<file path="src/rtl/vector_writeback_collector_if.sv">
// Bus bundle for the vector writeback collector: execute results, gather lanes, register-file write port.
// master = producer/consumer side (execute, memory, register file); slave = the collector.
`ifndef REG_IDX_WIDTH
`define REG_IDX_WIDTH 5
`endif

interface vector_writeback_collector_if #(
  parameter int NUM_LANES  = 16,
  parameter int LANE_WIDTH = 32
);
  localparam int VW = NUM_LANES * LANE_WIDTH;
  localparam int IW = $clog2(NUM_LANES);
  localparam int RW = `REG_IDX_WIDTH;

  logic                  ex_valid;
  logic [RW-1:0]         ex_reg;
  logic [VW-1:0]         ex_value;
  logic [NUM_LANES-1:0]  ex_mask;
  logic                  ga_start;
  logic [RW-1:0]         ga_reg;
  logic [NUM_LANES-1:0]  ga_mask;
  logic                  ga_lane_valid;
  logic [IW-1:0]         ga_lane_idx;
  logic [LANE_WIDTH-1:0] ga_lane_data;
  logic                  ga_ready;
  logic                  wb_enable_vector_writeback;
  logic [RW-1:0]         wb_writeback_reg;
  logic [VW-1:0]         wb_writeback_value;
  logic [NUM_LANES-1:0]  wb_writeback_mask;
  logic                  ga_error;

  modport master (
    output ex_valid, ex_reg, ex_value, ex_mask,
    output ga_start, ga_reg, ga_mask, ga_lane_valid, ga_lane_idx, ga_lane_data,
    input  ga_ready, wb_enable_vector_writeback, wb_writeback_reg,
    input  wb_writeback_value, wb_writeback_mask, ga_error
  );

  modport slave (
    input  ex_valid, ex_reg, ex_value, ex_mask,
    input  ga_start, ga_reg, ga_mask, ga_lane_valid, ga_lane_idx, ga_lane_data,
    output ga_ready, wb_enable_vector_writeback, wb_writeback_reg,
    output wb_writeback_value, wb_writeback_mask, ga_error
  );
endinterface

</file>
<file path="src/rtl/vector_writeback_collector.sv">
// Vector writeback stage: execute results take the write port first; gathered lanes are
// assembled into one masked write. Define VWB_LANE_CHECK_EN for sticky lane-protocol checking (ga_error).
`ifndef REG_IDX_WIDTH
`define REG_IDX_WIDTH 5
`endif

// state   | meaning
// IDLE    | no gather open, ga_ready high
// COLLECT | gather open, accepting returned lanes
// PENDING | all lanes in, waiting for a cycle without an execute write
module vector_writeback_collector #(
  parameter int NUM_LANES  = 16,
  parameter int LANE_WIDTH = 32
) (
  input  logic                            clk,
  input  logic                            reset,
  vector_writeback_collector_if.slave     bus
);
  localparam int VW = NUM_LANES * LANE_WIDTH;
  localparam int RW = `REG_IDX_WIDTH;

  typedef enum logic [1:0] {IDLE, COLLECT, PENDING} state_e;

  state_e               state_q, state_d;
  logic [RW-1:0]        reg_q, reg_d;
  logic [NUM_LANES-1:0] mask_q, mask_d;
  logic [NUM_LANES-1:0] got_q, got_d;
  logic [VW-1:0]        data_q, data_d;
  logic                 ready_q, ready_d;
  logic                 wb_en_q, wb_en_d;
  logic [RW-1:0]        wb_reg_q, wb_reg_d;
  logic [VW-1:0]        wb_val_q, wb_val_d;
  logic [NUM_LANES-1:0] wb_mask_q, wb_mask_d;
  logic [NUM_LANES-1:0] lane_bit;
  logic                 lane_ok;
  logic [VW-1:0]        gather_value;

  // Stray lanes may sit in the collector; they must never reach the register file.
  always_comb begin
    gather_value = '0;
    for (int i = 0; i < NUM_LANES; i++) begin
      if (mask_q[i]) gather_value[i*LANE_WIDTH +: LANE_WIDTH] = data_q[i*LANE_WIDTH +: LANE_WIDTH];
    end
  end

`ifdef VWB_LANE_CHECK_EN
  logic err_q, err_d;
`endif

  always_comb begin
    state_d   = state_q;
    reg_d     = reg_q;
    mask_d    = mask_q;
    got_d     = got_q;
    data_d    = data_q;
    wb_en_d   = 1'b0;
    wb_reg_d  = wb_reg_q;
    wb_val_d  = wb_val_q;
    wb_mask_d = wb_mask_q;
    lane_bit  = NUM_LANES'(1) << bus.ga_lane_idx;
`ifdef VWB_LANE_CHECK_EN
    err_d   = err_q;
    lane_ok = (state_q == COLLECT) && ((lane_bit & mask_q) != '0) && ((lane_bit & got_q) == '0);
    if (bus.ga_lane_valid && !lane_ok) err_d = 1'b1;
    if (bus.ga_start && !ready_q) err_d = 1'b1;
`else
    lane_ok = (state_q == COLLECT);
`endif

    if (bus.ex_valid) begin
      wb_en_d   = 1'b1;
      wb_reg_d  = bus.ex_reg;
      wb_val_d  = bus.ex_value;
      wb_mask_d = bus.ex_mask;
    end

    case (state_q)
      IDLE: begin
        if (bus.ga_start && (bus.ga_mask != '0)) begin
          reg_d   = bus.ga_reg;
          mask_d  = bus.ga_mask;
          got_d   = '0;
          data_d  = '0;
          state_d = COLLECT;
        end
      end
      COLLECT: begin
        if (bus.ga_lane_valid && lane_ok) begin
          data_d[bus.ga_lane_idx*LANE_WIDTH +: LANE_WIDTH] = bus.ga_lane_data;
          got_d = got_q | (lane_bit & mask_q);
          if (got_d == mask_q) state_d = PENDING;
        end
      end
      PENDING: begin
        if (!bus.ex_valid) begin
          wb_en_d   = 1'b1;
          wb_reg_d  = reg_q;
          wb_val_d  = gather_value;
          wb_mask_d = mask_q;
          state_d   = IDLE;
        end
      end
      default: state_d = IDLE;
    endcase

    ready_d = (state_d == IDLE);
  end

  always_ff @(posedge clk or posedge reset) begin
    if (reset) begin
      state_q   <= IDLE;
      reg_q     <= '0;
      mask_q    <= '0;
      got_q     <= '0;
      data_q    <= '0;
      ready_q   <= 1'b1;
      wb_en_q   <= 1'b0;
      wb_reg_q  <= '0;
      wb_val_q  <= '0;
      wb_mask_q <= '0;
`ifdef VWB_LANE_CHECK_EN
      err_q     <= 1'b0;
`endif
    end else begin
      state_q   <= state_d;
      reg_q     <= reg_d;
      mask_q    <= mask_d;
      got_q     <= got_d;
      data_q    <= data_d;
      ready_q   <= ready_d;
      wb_en_q   <= wb_en_d;
      wb_reg_q  <= wb_reg_d;
      wb_val_q  <= wb_val_d;
      wb_mask_q <= wb_mask_d;
`ifdef VWB_LANE_CHECK_EN
      err_q     <= err_d;
`endif
    end
  end

  assign bus.ga_ready                   = ready_q;
  assign bus.wb_enable_vector_writeback = wb_en_q;
  assign bus.wb_writeback_reg           = wb_reg_q;
  assign bus.wb_writeback_value         = wb_val_q;
  assign bus.wb_writeback_mask          = wb_mask_q;
`ifdef VWB_LANE_CHECK_EN
  assign bus.ga_error = err_q;
`else
  assign bus.ga_error = 1'b0;
`endif
endmodule

</file>
<file path="src/flat_wrapper.sv">
// flat-port wrapper written by rule: the top's interface ports become plain ports
module vector_writeback_collector_flat 
#(
  parameter int NUM_LANES  = 16,
  parameter int LANE_WIDTH = 32
)
  (clk, reset, bus_ex_valid, bus_ex_reg, bus_ex_value, bus_ex_mask, bus_ga_start, bus_ga_reg, bus_ga_mask, bus_ga_lane_valid, bus_ga_lane_idx, bus_ga_lane_data, bus_ga_ready, bus_wb_enable_vector_writeback, bus_wb_writeback_reg, bus_wb_writeback_value, bus_wb_writeback_mask, bus_ga_error);
  vector_writeback_collector_if #(.NUM_LANES(NUM_LANES), .LANE_WIDTH(LANE_WIDTH)) bus_i ();
  input  logic clk;
  input  logic reset;
  input wire logic [$bits(bus_i.ex_valid)-1:0] bus_ex_valid;
  input wire logic [$bits(bus_i.ex_reg)-1:0] bus_ex_reg;
  input wire logic [$bits(bus_i.ex_value)-1:0] bus_ex_value;
  input wire logic [$bits(bus_i.ex_mask)-1:0] bus_ex_mask;
  input wire logic [$bits(bus_i.ga_start)-1:0] bus_ga_start;
  input wire logic [$bits(bus_i.ga_reg)-1:0] bus_ga_reg;
  input wire logic [$bits(bus_i.ga_mask)-1:0] bus_ga_mask;
  input wire logic [$bits(bus_i.ga_lane_valid)-1:0] bus_ga_lane_valid;
  input wire logic [$bits(bus_i.ga_lane_idx)-1:0] bus_ga_lane_idx;
  input wire logic [$bits(bus_i.ga_lane_data)-1:0] bus_ga_lane_data;
  output wire logic [$bits(bus_i.ga_ready)-1:0] bus_ga_ready;
  output wire logic [$bits(bus_i.wb_enable_vector_writeback)-1:0] bus_wb_enable_vector_writeback;
  output wire logic [$bits(bus_i.wb_writeback_reg)-1:0] bus_wb_writeback_reg;
  output wire logic [$bits(bus_i.wb_writeback_value)-1:0] bus_wb_writeback_value;
  output wire logic [$bits(bus_i.wb_writeback_mask)-1:0] bus_wb_writeback_mask;
  output wire logic [$bits(bus_i.ga_error)-1:0] bus_ga_error;
  assign bus_i.ex_valid = bus_ex_valid;
  assign bus_i.ex_reg = bus_ex_reg;
  assign bus_i.ex_value = bus_ex_value;
  assign bus_i.ex_mask = bus_ex_mask;
  assign bus_i.ga_start = bus_ga_start;
  assign bus_i.ga_reg = bus_ga_reg;
  assign bus_i.ga_mask = bus_ga_mask;
  assign bus_i.ga_lane_valid = bus_ga_lane_valid;
  assign bus_i.ga_lane_idx = bus_ga_lane_idx;
  assign bus_i.ga_lane_data = bus_ga_lane_data;
  assign bus_ga_ready = bus_i.ga_ready;
  assign bus_wb_enable_vector_writeback = bus_i.wb_enable_vector_writeback;
  assign bus_wb_writeback_reg = bus_i.wb_writeback_reg;
  assign bus_wb_writeback_value = bus_i.wb_writeback_value;
  assign bus_wb_writeback_mask = bus_i.wb_writeback_mask;
  assign bus_ga_error = bus_i.ga_error;
  vector_writeback_collector #(.NUM_LANES(NUM_LANES), .LANE_WIDTH(LANE_WIDTH)) u_core (.clk(clk), .reset(reset), .bus(bus_i));
endmodule
</file>
<file path="config.mk">
export PLATFORM = sky130hd
export DESIGN_NAME = vector_writeback_collector_flat
export DESIGN_NICKNAME = d
export VERILOG_FILES = /design/src/rtl/vector_writeback_collector_if.sv /design/src/rtl/vector_writeback_collector.sv /design/src/flat_wrapper.sv
export SDC_FILE = /design/constraint.sdc
export NUM_CORES = 2
export LEC_CHECK = 0
export BUFFER_PORTS_ARGS = -buffer_cell sky130_fd_sc_hd__buf_2
export CORE_ASPECT_RATIO = 0.9
export CORE_UTILIZATION = 25
export CTS_BUF_LIST = sky130_fd_sc_hd__clkbuf_16
export DETAILED_ROUTE_END_ITERATION = 12
export GPL_ROUTABILITY_DRIVEN = 0
export GPL_TIMING_DRIVEN = 0
export SETUP_SLACK_MARGIN = 0.1
export SYNTH_ARGS = -nofsm -noshare
export SYNTH_HDL_FRONTEND = slang
export SYNTH_SLANG_ARGS = --single-unit
</file>
<file path="constraint.sdc">
create_clock -name clk -period 55.4 [get_ports clk]
set_input_delay 8.31 -clock clk [delete_from_list [all_inputs] [get_ports clk]]
set_output_delay 8.31 -clock clk [all_outputs]
set_load 0.01 [all_outputs]
</file>
==> results by stage <==
Logic synthesis:
- The post-synthesis average cell area is 9.70 sq um.
- Counting distinct cell types in the post-synthesis netlist gives 63.
- The net count after synthesis is 5382.
- The post-synthesis cell count is 4780.
- In the post-synthesis netlist, the biggest area contributors are sky130_fd_sc_hd__dfrtp_1 (59%), sky130_fd_sc_hd__o21ai_0 (8.1%), sky130_fd_sc_hd__nand2_1 (7.5%).
- In this run, synthesis produced a sequential element count of 1086.
- The share of async-settable or async-resettable flops after synthesis is 1.00.
- The netlist area before placement is 46300 sq um.
- The dominant cell type by area after synthesis is sky130_fd_sc_hd__dfrtp_1.
- The share of the yosys chip area belonging to registers is 0.586.
- The number of enable flip-flop cells after synthesis is 0.
- Among all flip-flop cells after synthesis, the most frequent one is sky130_fd_sc_hd__dfrtp_1.
- The share of synthesized area in the top cell type comes to 0.586.
- For this run, the number of Yosys warnings is 0.

Critical path:
- The family of cells with the greatest summed delay on the critical path is buffers and inverters.
- The peak fanout along the critical path is 10.
- The data arrival at the endpoint of the critical path is around 12 ns.
- The critical path contains buffers and inverters numbering 4 combined.
- The largest individual stage delay along the critical path comes from the cell sky130_fd_sc_hd__clkbuf_1.
- The worst register-to-register path has a depth of 6.
- The library cell appearing most often on the critical path is sky130_fd_sc_hd__clkbuf_1.
- The required time at the endpoint of the critical path is 56.09 ns.
- In this run the critical register-to-register path is captured at u_core.bus.wb_writeback_value[161].
- The worst setup path is launched from an input port.
- The largest single stage delay on the critical path is 1.05 ns.
- In this run the critical register-to-register path is launched from u_core.state_q[0].
- In this run the register-to-register setup slack is 51.84 ns.
- The category of the most critical setup path is input port to flop.
- Walking the worst path, the cells encountered are clkbuf_1 -> clkbuf_1 -> clkbuf_1 -> clkbuf_1 -> nand2_1 -> o21ai_0.
- The critical path launch point is bus_ex_valid.
- STA classifies the critical path endpoint as a flop.

Floorplanning:
- The floorplan step defined a die boundary enclosing 187000 sq um.
- 1131 I/O pins were placed.
- The die is 456 um wide.
- The core area is roughly 180000 sq um.
- The effective utilization at floorplan is 0.252.
- In this run the core area contains 149 standard-cell rows.
- The die is 410 um tall.

Finish:
- The area added between synthesis and finish is 27.5%.
- Registers take between 20000 and 30000 sq um.
- The number of fill cells in the layout is just under 20000.
- The final layout contains about 6600 nets.
- In the layout the commonest cells are sky130_fd_sc_hd__buf_2 (1177), sky130_fd_sc_hd__dfrtp_1 (1085), sky130_fd_sc_hd__nand2_1 (930).
- In the final layout, the multi-input gates occupy 17200 sq um.
- The fraction of final layout cells sized beyond drive strength 1 is 0.229.
- The final instance count without filler cells is 8590.
- Leaving out fill and tap cells, the most frequent cell in the layout is sky130_fd_sc_hd__buf_2.
- After routing the design area is slightly below 60000 sq um.

STA:
- The final number of hold-violating endpoints was 0.
- The worst pin sits at a relative slew slack of -0.0374.
- The worst-case clock skew is 0.0472 ns.
- The summed negative setup slack over all endpoints is 0 ns.
- Setup repair after global routing left no endpoint under its margin.
- The post-route fraction of the period consumed by the critical path is 0.209.
- The max-slew violation count came to 21.
- The final number of setup-violating endpoints is 0.
- The final critical path time including I/O delays and setup is 11.60 ns.
- The tightest hold path in the finished design has a slack of 0.470 ns.
- Derived from the worst setup path, the maximum achievable clock frequency is 86.2 MHz.
- The transition time at the pin with the least slew margin is 1.55 ns.

Clock tree:
- The setup fix buffers added after clock tree synthesis is 0.
- The maximum number of buffers from clock root to sink is 3.
- TritonCTS built the clock tree.
- After clock tree synthesis, the clock-pin slew on the worst setup and hold paths is 0.06 ns.
- The clock tree synthesis step divided the H-tree into 3 levels.
- Once the clock tree was built, the resizer swapped 0 gates to a different size.
- For this design, the CTS-stage hold fixing added 0 buffers.
- The clock root buffer master is sky130_fd_sc_hd__clkbuf_16.
- The clock latency on the worst-skew pair is 0.81 ns.
- The tree built by TritonCTS fans out to 1086 sinks.
- The number of CTS-inserted buffers is 119.

Min path:
- The startpoint of the tightest hold check path is u_core.data_q[174].
- The path with the worst hold slack has its endpoint at u_core.data_q[174].
- The class of the worst hold path is flop to flop.
- Counting instances, the worst hold path has a depth of 2.

Place:
- The placed cell count is 8308.
- In this run the tool buffered the top-level ports with 1096 buffer cells.
- Summed over all nets, the half-perimeter wirelength after detailed placement is 202 mm.
- The placed instances occupy a cell area of 55300 sq um.

Global routing:
- Entering global routing, the biggest net connects about 130 pins.
- The global router's overall resource usage is 0.274.
- The number of global-route vias before repair is roughly 44000.
- The number of antenna violations at the first check in global routing is 78.
- After global routing the overflow that remains totals 0.
- The first global-routing pass estimated approximately 360 mm of wire.

Drt:
- For this block, the routed nets add up to between 200 and 300 mm of wire.
- In the routed design, unresolved DRC markers number 0.
- Once detail routing completed, the nets flagged for antenna violations numbered 0.
- The first-pass detailed-route iteration total is 6.
- In this run, the number of DRC markers left after iteration 0 of detailed routing was between 5000 and 6000.
- Using the TritonRoute via totals, the vias-per-cell ratio works out to 5.33.
- In the final routed layout, each cell accounts on average for 30.9 um.
- The total number of vias is 45800.

Outcome:
- The checks that failed: capacitance limit, slew limit.
- The run finished, with violations left.

Pwr:
- VDD sags by at most between 0.02 and 0.03 mV.
- The total power divided by cell area is 38.4 nW/um^2.
- For this design the static power due to leakage is 0.0291 uW.

Job:
- Max-cap violations in this run came to 3.
final cells by class:
type,instances,area share
timing repair buffer,1112,0.0988
inverter,15,0.00108
clock buffer,121,0.0512
antenna,64,0.00271
buffer,462,0.0326
tap,2416,0.0511
sequential,1086,0.460
clock inverter,97,0.0112
multi-input combinational,3217,0.292
cell families (layout without fill, tap and decap cells):
| family | Yosys count | in the layout | synth area share |
|---|---|---|---|
| AO/OA/AOI/OAI | 1627 | 1627 | 0.205 |
| flip-flops | 1086 | 1086 | 0.586 |
| other | 1 | 65 | 0.0000809 |
| AND/OR/NAND/NOR | 1568 | 1568 | 0.161 |
| buffers and inverters | 477 | 1807 | 0.0420 |
| multiplexers | 14 | 14 | 0.00302 |
| adder cells (fa/ha/maj) | 7 | 7 | 0.00189 |
worst max-delay path by stage:
stage | cells past startpoint | slack [ns] | to
6_report | 6 | 43.80 | u_core.bus.wb_writeback_value[320]
5_1_grt | 6 | 43.77 | u_core.bus.wb_writeback_value[320]
4_1_cts | 6 | 43.74 | u_core.bus.wb_writeback_value[320]
3_5_place_dp | 6 | 42.92 | u_core.bus.wb_writeback_value[320]
3_3_place_gp | 2 | 4.07 | u_core.bus.wb_writeback_value[390]
2_1_floorplan | 1 | 16.52 | u_core.bus.wb_enable_vector_writeback
Yosys cell counts, drive strengths merged (8+ instances only):
library cell,count
a21oi,528
a22o,17
a22oi,8
a31oi,18
a32o,193
and3,513
buf,123
clkbuf,339
dfrtp,1085
inv,15
mux2i,14
nand2,931
nand2b,8
nand3,20
nor2,42
nor2b,17
o21ai,781
o2bb2ai,32
o31ai,32
through the flow:
| stage | power [uW] | utilization | setup slack, ns |
|---|---|---|---|
| 2_1_floorplan | 1260 | - | 16.52 |
| 3_3_place_gp | 1480 | 0.299 | 4.07 |
| 3_5_place_dp | 1500 | 0.301 | 42.92 |
| 4_1_cts | 2270 | 0.321 | 43.74 |
| 5_1_grt | 2360 | 0.322 | 43.77 |
| 6_report | 2270 | 0.322 | 43.80 |
worst register-to-register path: stages, from the launching register on:
cell	delay [ns]
sky130_fd_sc_hd__dfrtp_1	0.51
sky130_fd_sc_hd__nand2b_1	0.15
sky130_fd_sc_hd__buf_2	0.24
sky130_fd_sc_hd__clkbuf_1	1.13
sky130_fd_sc_hd__clkbuf_1	1.05
sky130_fd_sc_hd__a21oi_1	0.20
sky130_fd_sc_hd__o21ai_0	0.20
report_power, final:
group	leakage, uW	total, uW	internal, uW	switching (uW)
registers	0.0139	1050	944	109
clock network	0.00193	777	422	355
logic	0.0133	437	150	287
layer usage:
| layer | part of all wire | vias to the layer above | wire length, um | GRT usage |
|---|---|---|---|---|
| li1 | - | 19400 | - | - |
| met3 | 0.085 | 520 | 22600 | 0.0651 |
| met5 | 0.00021 | - | 57 | 0 |
| met2 | 0.46 | 2533 | 123000 | 0.436 |
| met1 | 0.40 | 23300 | 107000 | 0.349 |
| met4 | 0.050 | 10 | 13300 | 0.135 |
Note: power is estimated with default switching activity, not from simulation.
